==> src/rtl/lsu_ram_adapter_if.sv <==
// lsu_ram_adapter_if: LSU request/response handshake plus single-port byte-write RAM port
// Ports (slave = adapter side):
//   req_*  : LSU request (valid/ready, we, size, unsigned, addr, wdata)
//   rsp_*  : response back to the LSU (valid/ready, rdata, err)
//   ram_*  : RAM write enables, byte address, write data, read data
interface lsu_ram_adapter_if #(parameter int ADDR_WIDTH = 14);
    logic                  req_valid;
    logic                  req_ready;
    logic                  req_we;
    logic [1:0]            req_size;
    logic                  req_unsigned;
    logic [ADDR_WIDTH-1:0] req_addr;
    logic [31:0]           req_wdata;
    logic                  rsp_valid;
    logic                  rsp_ready;
    logic [31:0]           rsp_rdata;
    logic                  rsp_err;
    logic [3:0]            ram_we;
    logic [ADDR_WIDTH-1:0] ram_addr;
    logic [31:0]           ram_di;
    logic [31:0]           ram_dout;
    modport master (
        output req_valid, req_we, req_size, req_unsigned, req_addr, req_wdata, rsp_ready, ram_dout,
        input  req_ready, rsp_valid, rsp_rdata, rsp_err, ram_we, ram_addr, ram_di
    );
    modport slave (
        input  req_valid, req_we, req_size, req_unsigned, req_addr, req_wdata, rsp_ready, ram_dout,
        output req_ready, rsp_valid, rsp_rdata, rsp_err, ram_we, ram_addr, ram_di
    );
endinterface

==> src/rtl/lsu_ram_adapter.sv <==
// lsu_ram_adapter: bridges the LSU valid/ready interface to a 32-bit byte-write sync-read RAM
// Ports:
//   clk  : clock, all state on rising edge
//   rst  : async active-high reset
//   bus  : lsu_ram_adapter_if.slave carrying request, response and RAM signals
module lsu_ram_adapter #(
    parameter int ADDR_WIDTH = 14
) (
    input logic clk,
    input logic rst,
    lsu_ram_adapter_if.slave bus
);
    typedef enum logic [1:0] {IDLE, RD_WAIT, RESP} state_t;
    state_t state, state_nxt;
    logic [ADDR_WIDTH-1:0] addr;
    logic [1:0] lane, sz_q, lane_q;
    logic uns_q, accept, bad, good_store;
    logic [31:0] shifted, ext;
    assign addr = bus.req_addr;
    assign lane = addr[1:0];
    assign bad = (bus.req_size == 2'b11) || (bus.req_size == 2'b01 && addr[0]) ||
                 (bus.req_size == 2'b10 && addr[1:0] != 2'b00);
    // RESP forwards rsp_ready so a new request can ride on the cycle its predecessor is consumed
    assign bus.req_ready = !rst && (state == IDLE || (state == RESP && bus.rsp_ready));
    assign accept = bus.req_valid && bus.req_ready;
    assign good_store = accept && bus.req_we && !bad;
    // Load lane data is picked from the word using the lane/size captured at accept
    assign shifted = bus.ram_dout >> {lane_q, 3'b000};
    assign ext = sz_q == 2'b00 ? {{24{!uns_q && shifted[7]}}, shifted[7:0]} :
                 sz_q == 2'b01 ? {{16{!uns_q && shifted[15]}}, shifted[15:0]} : shifted;
    always_ff @(posedge clk or posedge rst) begin
        if (rst)
            state <= IDLE;
        else
            state <= state_nxt;
    end
    always_comb begin
        state_nxt = state;
        if (state == RD_WAIT)
            state_nxt = RESP;
        else if (accept)
            state_nxt = (bad || bus.req_we) ? RESP : RD_WAIT;
        else if (state == RESP && bus.rsp_ready)
            state_nxt = IDLE;
    end
    always_comb begin
        bus.rsp_valid = state == RESP;
        bus.ram_addr  = addr;
        bus.ram_we    = !good_store          ? 4'b0000 :
                        bus.req_size == 2'b00 ? 4'b0001 << lane :
                        bus.req_size == 2'b01 ? 4'b0011 << lane : 4'b1111;
        bus.ram_di    = !good_store          ? 32'h0 :
                        bus.req_size == 2'b00 ? {4{bus.req_wdata[7:0]}} :
                        bus.req_size == 2'b01 ? {2{bus.req_wdata[15:0]}} : bus.req_wdata;
    end
    // Accepts only happen outside RD_WAIT, so the two update arms never collide
    always_ff @(posedge clk or posedge rst) begin
        if (rst) begin
            sz_q          <= 2'b00;
            lane_q        <= 2'b00;
            uns_q         <= 1'b0;
            bus.rsp_rdata <= 32'h0;
            bus.rsp_err   <= 1'b0;
        end else if (state == RD_WAIT) begin
            bus.rsp_rdata <= ext;
            bus.rsp_err   <= 1'b0;
        end else if (accept) begin
            sz_q          <= bus.req_size;
            lane_q        <= lane;
            uns_q         <= bus.req_unsigned;
            bus.rsp_rdata <= 32'h0;
            bus.rsp_err   <= bad;
        end
    end
endmodule

==> src/flat_wrapper.sv <==
// flat-port wrapper written by rule: the top's interface ports become plain ports
module lsu_ram_adapter_flat 
#(
    parameter int ADDR_WIDTH = 14
)
  (clk, rst, bus_req_valid, bus_req_we, bus_req_size, bus_req_unsigned, bus_req_addr, bus_req_wdata, bus_rsp_ready, bus_ram_dout, bus_req_ready, bus_rsp_valid, bus_rsp_rdata, bus_rsp_err, bus_ram_we, bus_ram_addr, bus_ram_di);
  lsu_ram_adapter_if #(.ADDR_WIDTH(ADDR_WIDTH)) bus_i ();
  input logic clk;
  input logic rst;
  input wire logic [$bits(bus_i.req_valid)-1:0] bus_req_valid;
  input wire logic [$bits(bus_i.req_we)-1:0] bus_req_we;
  input wire logic [$bits(bus_i.req_size)-1:0] bus_req_size;
  input wire logic [$bits(bus_i.req_unsigned)-1:0] bus_req_unsigned;
  input wire logic [$bits(bus_i.req_addr)-1:0] bus_req_addr;
  input wire logic [$bits(bus_i.req_wdata)-1:0] bus_req_wdata;
  input wire logic [$bits(bus_i.rsp_ready)-1:0] bus_rsp_ready;
  input wire logic [$bits(bus_i.ram_dout)-1:0] bus_ram_dout;
  output wire logic [$bits(bus_i.req_ready)-1:0] bus_req_ready;
  output wire logic [$bits(bus_i.rsp_valid)-1:0] bus_rsp_valid;
  output wire logic [$bits(bus_i.rsp_rdata)-1:0] bus_rsp_rdata;
  output wire logic [$bits(bus_i.rsp_err)-1:0] bus_rsp_err;
  output wire logic [$bits(bus_i.ram_we)-1:0] bus_ram_we;
  output wire logic [$bits(bus_i.ram_addr)-1:0] bus_ram_addr;
  output wire logic [$bits(bus_i.ram_di)-1:0] bus_ram_di;
  assign bus_i.req_valid = bus_req_valid;
  assign bus_i.req_we = bus_req_we;
  assign bus_i.req_size = bus_req_size;
  assign bus_i.req_unsigned = bus_req_unsigned;
  assign bus_i.req_addr = bus_req_addr;
  assign bus_i.req_wdata = bus_req_wdata;
  assign bus_i.rsp_ready = bus_rsp_ready;
  assign bus_i.ram_dout = bus_ram_dout;
  assign bus_req_ready = bus_i.req_ready;
  assign bus_rsp_valid = bus_i.rsp_valid;
  assign bus_rsp_rdata = bus_i.rsp_rdata;
  assign bus_rsp_err = bus_i.rsp_err;
  assign bus_ram_we = bus_i.ram_we;
  assign bus_ram_addr = bus_i.ram_addr;
  assign bus_ram_di = bus_i.ram_di;
  lsu_ram_adapter #(.ADDR_WIDTH(ADDR_WIDTH)) u_core (.clk(clk), .rst(rst), .bus(bus_i));
endmodule
==> config.mk <==
export PLATFORM = sky130hd
export DESIGN_NAME = lsu_ram_adapter_flat
export DESIGN_NICKNAME = d
export VERILOG_FILES = /design/src/rtl/lsu_ram_adapter_if.sv /design/src/rtl/lsu_ram_adapter.sv /design/src/flat_wrapper.sv
export SDC_FILE = /design/constraint.sdc
export NUM_CORES = 1
export LEC_CHECK = 0
export CELL_PAD_IN_SITES_DETAIL_PLACEMENT = 0
export CELL_PAD_IN_SITES_GLOBAL_PLACEMENT = 1
export CORE_ASPECT_RATIO = 1.5
export CORE_MARGIN = 2
export CORE_UTILIZATION = 30
export CTS_CLUSTER_SIZE = 20
export DETAILED_ROUTE_END_ITERATION = 6
export HOLD_SLACK_MARGIN = 0.05
export PLACE_DENSITY = 0.83
export SYNTH_ARGS = -nofsm -noshare
export SYNTH_HDL_FRONTEND = slang
export SYNTH_SLANG_ARGS = --single-unit
==> constraint.sdc <==
create_clock -name clk -period 11.5 [get_ports clk]
set_clock_uncertainty 0.1 [all_clocks]
set_input_delay 2.875 -clock clk [delete_from_list [all_inputs] [get_ports clk]]
set_output_delay 2.875 -clock clk [all_outputs]
set_load 0.01 [all_outputs]
==> results.sh, run 1 <==
export IMPL_io_pins=171
export IMPL_min_delay_start="u_core.bus.rsp_rdata[8]"
export IMPL_synth_nets=440
export IMPL_drt_pass1_iter_count=4
export IMPL_cts_tree="done"
export IMPL_start_util_pct=31.04
export IMPL_grtUsageTotal_pct=17.78
export IMPL_slowest_delay_ns=0.97
export IMPL_clkSinkCount=40
export IMPL_multiInputGateArea_um2=1773
export IMPL_syn_cell_area_um2=3163
export IMPL_status="finished clean"
export IMPL_clockBufferDepth=2
export IMPL_crit_top_cell="clkdlybuf4s50_1"
export IMPL_layout_drive_gt1_share_pct=7.625
export IMPL_hold_path_class="reg -> reg"
export IMPL_area_growth_pct=50.91
export IMPL_yosysTopAreaCell="dfrtp_1"
export IMPL_hold_buffers=0
export IMPL_grt_pass1_wl_um=15950
export IMPL_io_buffers=146
export IMPL_yosysSeqAreaShare_pct=31.65
export IMPL_viasPerCell=5.125
export IMPL_p_leak_nw=1.879
export IMPL_setup_slack_ns=2.771
export IMPL_setup_viol=0
export IMPL_setup_worst_path_class="in -> out"
export IMPL_cp_start_kind="input port"
export IMPL_arrival_ns=5.75
export IMPL_synth_top_area_share_pct=31.65
export IMPL_p_total_uw=402.3
export IMPL_hold_depth=1
export IMPL_cts_htree_levels=2
export IMPL_totalNegativeSetupSlack_ns=0
export IMPL_nets=549
export IMPL_grt_max_degree=43
export IMPL_place_hpwl_um=7869
export IMPL_wl_met2_um=5214
export IMPL_dr_first_iter_drc_count=131
export IMPL_worst_pin_slew_ns=1.074
export IMPL_slowest_stage="clkdlybuf4s50_1"
export IMPL_fillers=980
export IMPL_ir_drop_v=0.00006592
export IMPL_period_needed_ns=8.729
export IMPL_dieArea_um2=11400
export IMPL_root_buffer="clkbuf_16"
export IMPL_vias=3075
export IMPL_relSlewSlack_pct=28.21
export IMPL_r2r_end="u_core.bus.rsp_rdata[24]"
export IMPL_synth_avg_cell_area_um2=9.037
export IMPL_cts_setup_buffers=0
export IMPL_r2r_slack_ns=9.29
export IMPL_path_max_fanout=38
export IMPL_fin_hold_ws_ns=0.4021
export IMPL_grt_overflow_total=0
export IMPL_fp_coreArea_um2=10190
export IMPL_drtAntennaViolNets=0
export IMPL_wire_per_inst_um=17.29
export IMPL_routedLengthMet1_um=3945
export IMPL_layout_commonest_cell="clkdlybuf4s50_1"
export IMPL_clock_latency_ns=0.28
export IMPL_final_hold_viol_count=0
export IMPL_postSynthCellCount=350
export IMPL_crit_required_ns=8.53
export IMPL_cts_buffers=5
export IMPL_highest_layer="met4"
export IMPL_yosys_warnings=0
export IMPL_grt_setup_unrepaired="no"
export IMPL_die_h_um=129.8
export IMPL_routed_wl_um=10370
export IMPL_min_to="u_core.bus.rsp_rdata[8]"
export IMPL_worst_r2r_path_depth=3
export IMPL_yosys_register_bits=40
export IMPL_seq_area_um2=1001
export IMPL_timing_rr_start="u_core.lane_q[1]"
export IMPL_row_count=45
export IMPL_fin_crit_sh_pct=75.90
export IMPL_synthDistinctLibCells=41
export IMPL_layout_common_cells="clkdlybuf4s50_1, dfrtp_1, mux2i_1"
export IMPL_gp_congestion=0.8439
export IMPL_cap_violations=0
export IMPL_grt_pass1_vias=3131
export IMPL_drc_errors=0
export IMPL_powerDensity_nw_per_um2=84.28
export IMPL_end_kind="primary output"
export IMPL_fmax_mhz=114.6
export IMPL_antenna_cells=0
export IMPL_ys_top_cells_by_area="dfrtp_1, mux2i_1, nor4_1, o221ai_1, mux2_2"
export IMPL_place_ws_ns=2.686
export IMPL_dr_wl_met3_um=894
export IMPL_slew_violations=0
export IMPL_antenna_found_initial=0
export IMPL_cts_resized=0
export IMPL_die_w_um=87.84
export IMPL_crit_chain="clkdlybuf4s50_1 -> o21ai_0 -> o21ai_2 -> buf_4 -> nor4_1 -> clkdlybuf4s50_1"
export IMPL_clk_pin_slew_ns=0.06
cells by family after synthesis:
kind of cell,synth area share [%]
compound gates,17.41
fa+ha+maj,1.582
buf+inv,12.62
flops,31.65
mux,17.09
simple gates,19.66
flip-flops by register name, summed over array words and instances, names as in the netlist:
name	cells
u_core.bus.rsp_rdata	32
u_core.sz_q	2
u_core.lane_q	2
u_core.state	2
u_core.bus.rsp_err	1
u_core.uns_q	1
routing by layer:
layer  vias to the layer above  track usage (%)
met1                      1430            19.81
met2                       122            30.93
met4                         0            7.240
li1                       1505                -
met3                        18            5.693
met5                         -                0
layout make-up:
cell class	instances	area share, %
tap	141	3.696
multi-input combinational	225	37.14
timing repair buffer	152	31.56
inverter	35	2.752
sequential	40	20.97
clock buffer	5	2.621
clock inverter	2	1.258
metrics by stage:
stage	instance area, µm²	std cells	util [%]
final	4773	600	46.84
after global routing	4773	600	46.84
after CTS	4773	600	46.84
after detailed placement	4588	593	45.02
after global placement	4588	593	45.02
after floorplan	3163	350	-
worst max-delay path, delay by kind of cell:
| kind | cells | cell delay, ns |
|---|---|---|
| buf+inv | 3 | 1.87 |
| compound gates | 2 | 0.62 |
| simple gates | 1 | 0.38 |
cells in the mapped netlist, drive strengths merged:
library cell,number
clkinv,1
a21o,1
o211ai,9
nand3b,16
o41ai,1
ha,4
buf,28
a21oi,1
inv,34
and2,1
o31a,1
mux2i,36
nand4,1
a32o,8
a41oi,1
nor4b,8
a211oi,7
clkbuf,22
a2111oi,3
mux2,12
or2,1
dfrtp,40
o32ai,8
mux4,2
nand2,25
o21ai,12
o221ai,16
nor4bb,1
or3,1
nor4,25
nor3,1
nor2,9
nand2b,4
and4,1
nor2b,9
how the worst max path moves through the flow:
stage	start	endpoint	slack, ns
2_1_floorplan	rst	bus_ram_we[1]	3.41
3_3_place_gp	bus_req_size[1]	bus_ram_di[0]	2.72
3_5_place_dp	bus_req_size[1]	bus_ram_di[0]	2.69
4_1_cts	bus_req_size[1]	bus_ram_di[0]	2.67
5_1_grt	bus_req_size[1]	bus_ram_di[0]	2.48
6_report	bus_req_size[1]	bus_ram_di[0]	2.77
where the power goes:
group / leakage, nW / switching (mW) / internal [mW]
clock: 0.0899 / 0.0524 / 0.123
combinational: 1.32 / 0.0351 / 0.0440
sequential: 0.473 / 0.00253 / 0.145
Note: power is estimated with default switching activity, not from simulation.
==> run 2: changes to the inputs <==
--- a/config.mk
+++ b/config.mk
@@ -9,11 +9,11 @@
 export CELL_PAD_IN_SITES_GLOBAL_PLACEMENT = 1
 export CORE_ASPECT_RATIO = 1.5
 export CORE_MARGIN = 2
-export CORE_UTILIZATION = 30
+export CORE_UTILIZATION = 25
 export CTS_CLUSTER_SIZE = 20
 export DETAILED_ROUTE_END_ITERATION = 6
 export HOLD_SLACK_MARGIN = 0.05
-export PLACE_DENSITY = 0.83
+export PLACE_DENSITY = 0.74
 export SYNTH_ARGS = -nofsm -noshare
 export SYNTH_HDL_FRONTEND = slang
 export SYNTH_SLANG_ARGS = --single-unit
==> constraint.sdc (replaced) <==
create_clock -name clk -period 7.1 [get_ports clk]
set_clock_uncertainty 0.1 [all_clocks]
set_input_delay 1.775 -clock clk [delete_from_list [all_inputs] [get_ports clk]]
set_output_delay 1.775 -clock clk [all_outputs]
set_load 0.01 [all_outputs]
==> run 2 against run 1 <==
Utilization decreased by 8.3 points. Total power is 54% higher. Sequential power up 62%. Setup slack worse by 1.5 ns. Hold slack got worse by 0.0012 ns. Critical endpoint is now bus_ram_we[1]. Largest power group unchanged. Highest routed layer unchanged.
==> results.sh, run 2 (synthesized netlist as in run 1, its figures left out) <==
export IMPL_fillers=1224
export IMPL_setup_slack_ns=1.225
export IMPL_dieArea_um2=13590
export IMPL_layout_drive_gt1_share_pct=8.405
export IMPL_slew_violations=0
export IMPL_setup_viol=0
export IMPL_grt_pass1_wl_um=16340
export IMPL_cap_violations=0
export IMPL_routed_wl_um=10590
export IMPL_min_delay_start="u_core.bus.rsp_rdata[13]"
export IMPL_dr_wl_met3_um=733
export IMPL_fin_crit_sh_pct=82.74
export IMPL_row_count=50
export IMPL_clkSinkCount=40
export IMPL_io_pins=171
export IMPL_r2r_end="u_core.bus.rsp_rdata[17]"
export IMPL_gp_congestion=0.8457
export IMPL_clockBufferDepth=2
export IMPL_multiInputGateArea_um2=1773
export IMPL_cts_htree_levels=2
export IMPL_die_h_um=141.8
export IMPL_drtAntennaViolNets=0
export IMPL_cts_buffers=5
export IMPL_hold_depth=1
export IMPL_cts_tree="done"
export IMPL_arrival_ns=4.00
export IMPL_highest_layer="met4"
export IMPL_setup_worst_path_class="in -> out"
export IMPL_cts_resized=0
export IMPL_worst_pin_slew_ns=0.8745
export IMPL_area_growth_pct=51.78
export IMPL_place_ws_ns=1.235
export IMPL_layout_commonest_cell="clkdlybuf4s50_1"
export IMPL_clock_latency_ns=0.28
export IMPL_cp_start_kind="input port"
export IMPL_dr_first_iter_drc_count=90
export IMPL_crit_chain="clkdlybuf4s50_1 -> o21ai_0 -> o21ai_2 -> buf_4 -> a2111oi_0 -> clkdlybuf4s50_1"
export IMPL_hold_path_class="reg -> reg"
export IMPL_status="finished clean"
export IMPL_crit_top_cell="clkdlybuf4s50_1"
export IMPL_fp_coreArea_um2=12450
export IMPL_post_route_util_pct=38.56
export IMPL_top_register="u_core.bus.rsp_rdata"
export IMPL_dp_cells=612
export IMPL_grtUsageTotal_pct=15.24
export IMPL_min_to="u_core.bus.rsp_rdata[13]"
export IMPL_drt_pass1_iter_count=5
export IMPL_period_needed_ns=5.875
export IMPL_path_max_fanout=38
export IMPL_cts_setup_buffers=0
export IMPL_slowest_delay_ns=0.63
export IMPL_fmax_mhz=170.2
export IMPL_grt_overflow_total=0
export IMPL_grt_setup_unrepaired="no"
export IMPL_crit_required_ns=5.22
export IMPL_powerDensity_nw_per_um2=129.2
export IMPL_io_buffers=146
export IMPL_place_hpwl_um=8248
export IMPL_root_buffer="clkbuf_16"
export IMPL_drc_errors=0
export IMPL_r2r_slack_ns=4.84
export IMPL_nets=553
export IMPL_die_w_um=95.84
export IMPL_antenna_cells=0
export IMPL_routedLengthMet1_um=4100
export IMPL_seq_area_um2=1001
export IMPL_start_util_pct=25.41
export IMPL_timing_rr_start="u_core.lane_q[1]"
export IMPL_p_leak_nw=1.888
export IMPL_antenna_found_initial=0
export IMPL_wire_per_inst_um=17.08
export IMPL_largest_reg_flops=32
export IMPL_relSlewSlack_pct=41.70
export IMPL_p_total_uw=620.5
export IMPL_wl_met2_um=5461
export IMPL_final_cells=620
export IMPL_grt_pass1_vias=3223
export IMPL_ir_drop_v=0.00008388
export IMPL_layout_common_cells="clkdlybuf4s50_1, dfrtp_1, mux2i_1"
export IMPL_final_hold_viol_count=0
export IMPL_slowest_stage="clkdlybuf4s50_1"
export IMPL_viasPerCell=5.073
export IMPL_end_kind="primary output"
export IMPL_clk_pin_slew_ns=0.06
export IMPL_totalNegativeSetupSlack_ns=0
export IMPL_grt_max_degree=42
export IMPL_worst_r2r_path_depth=3
export IMPL_hold_buffers=0
export IMPL_vias=3145
==> run 2: where the power goes <==
group,internal (mW),switching (mW)
Combinational,0.0721,0.0579
Sequential,0.235,0.00430
Clock,0.165,0.0858
==> run 2: metrics by stage <==
step	cell area (µm²)	hold WS (ns)
floorplan	3163	0.3965
global placement	4637	0.3848
detailed placement	4637	0.3924
CTS	4801	0.4067
global route	4801	0.4312
finish	4801	0.4009
==> run 2: how the worst max path moves through the flow <==
stage / slack, ns / startpoint / depth (start not counted) / to
floorplan: 1.21 / rst / 4 / bus_ram_we[1]
global placement: 1.26 / bus_req_size[1] / 6 / bus_ram_di[8]
detailed placement: 1.24 / bus_req_size[1] / 6 / bus_ram_di[11]
CTS: 1.23 / bus_req_size[1] / 6 / bus_ram_di[11]
global route: 1.05 / bus_req_size[1] / 6 / bus_ram_di[11]
finish: 1.23 / bus_req_size[1] / 6 / bus_ram_we[1]
==> run 2: layout make-up <==
type	instances	area share, %
Timing Repair Buffer	156	32.00
Multi-Input combinational cell	225	36.93
Clock inverter	2	0.7297
Clock buffer	6	2.684
Tap cell	156	4.066
Sequential cell	40	20.85
Inverter	35	2.737
==> run 2: routing by layer <==
layer  track usage [%]  vias to the layer above
li1                  -                     1518
met1             17.86                     1476
met2             26.72                      128
met3             3.346                       23
met4             5.564                        0
met5                 0                        -
==> run 2: critical path: cells and delay by family <==
| kind | cells | cell delay [ns] |
|---|---|---|
| buffers and inverters | 3 | 1.43 |
| AO/OA/AOI/OAI | 3 | 0.79 |
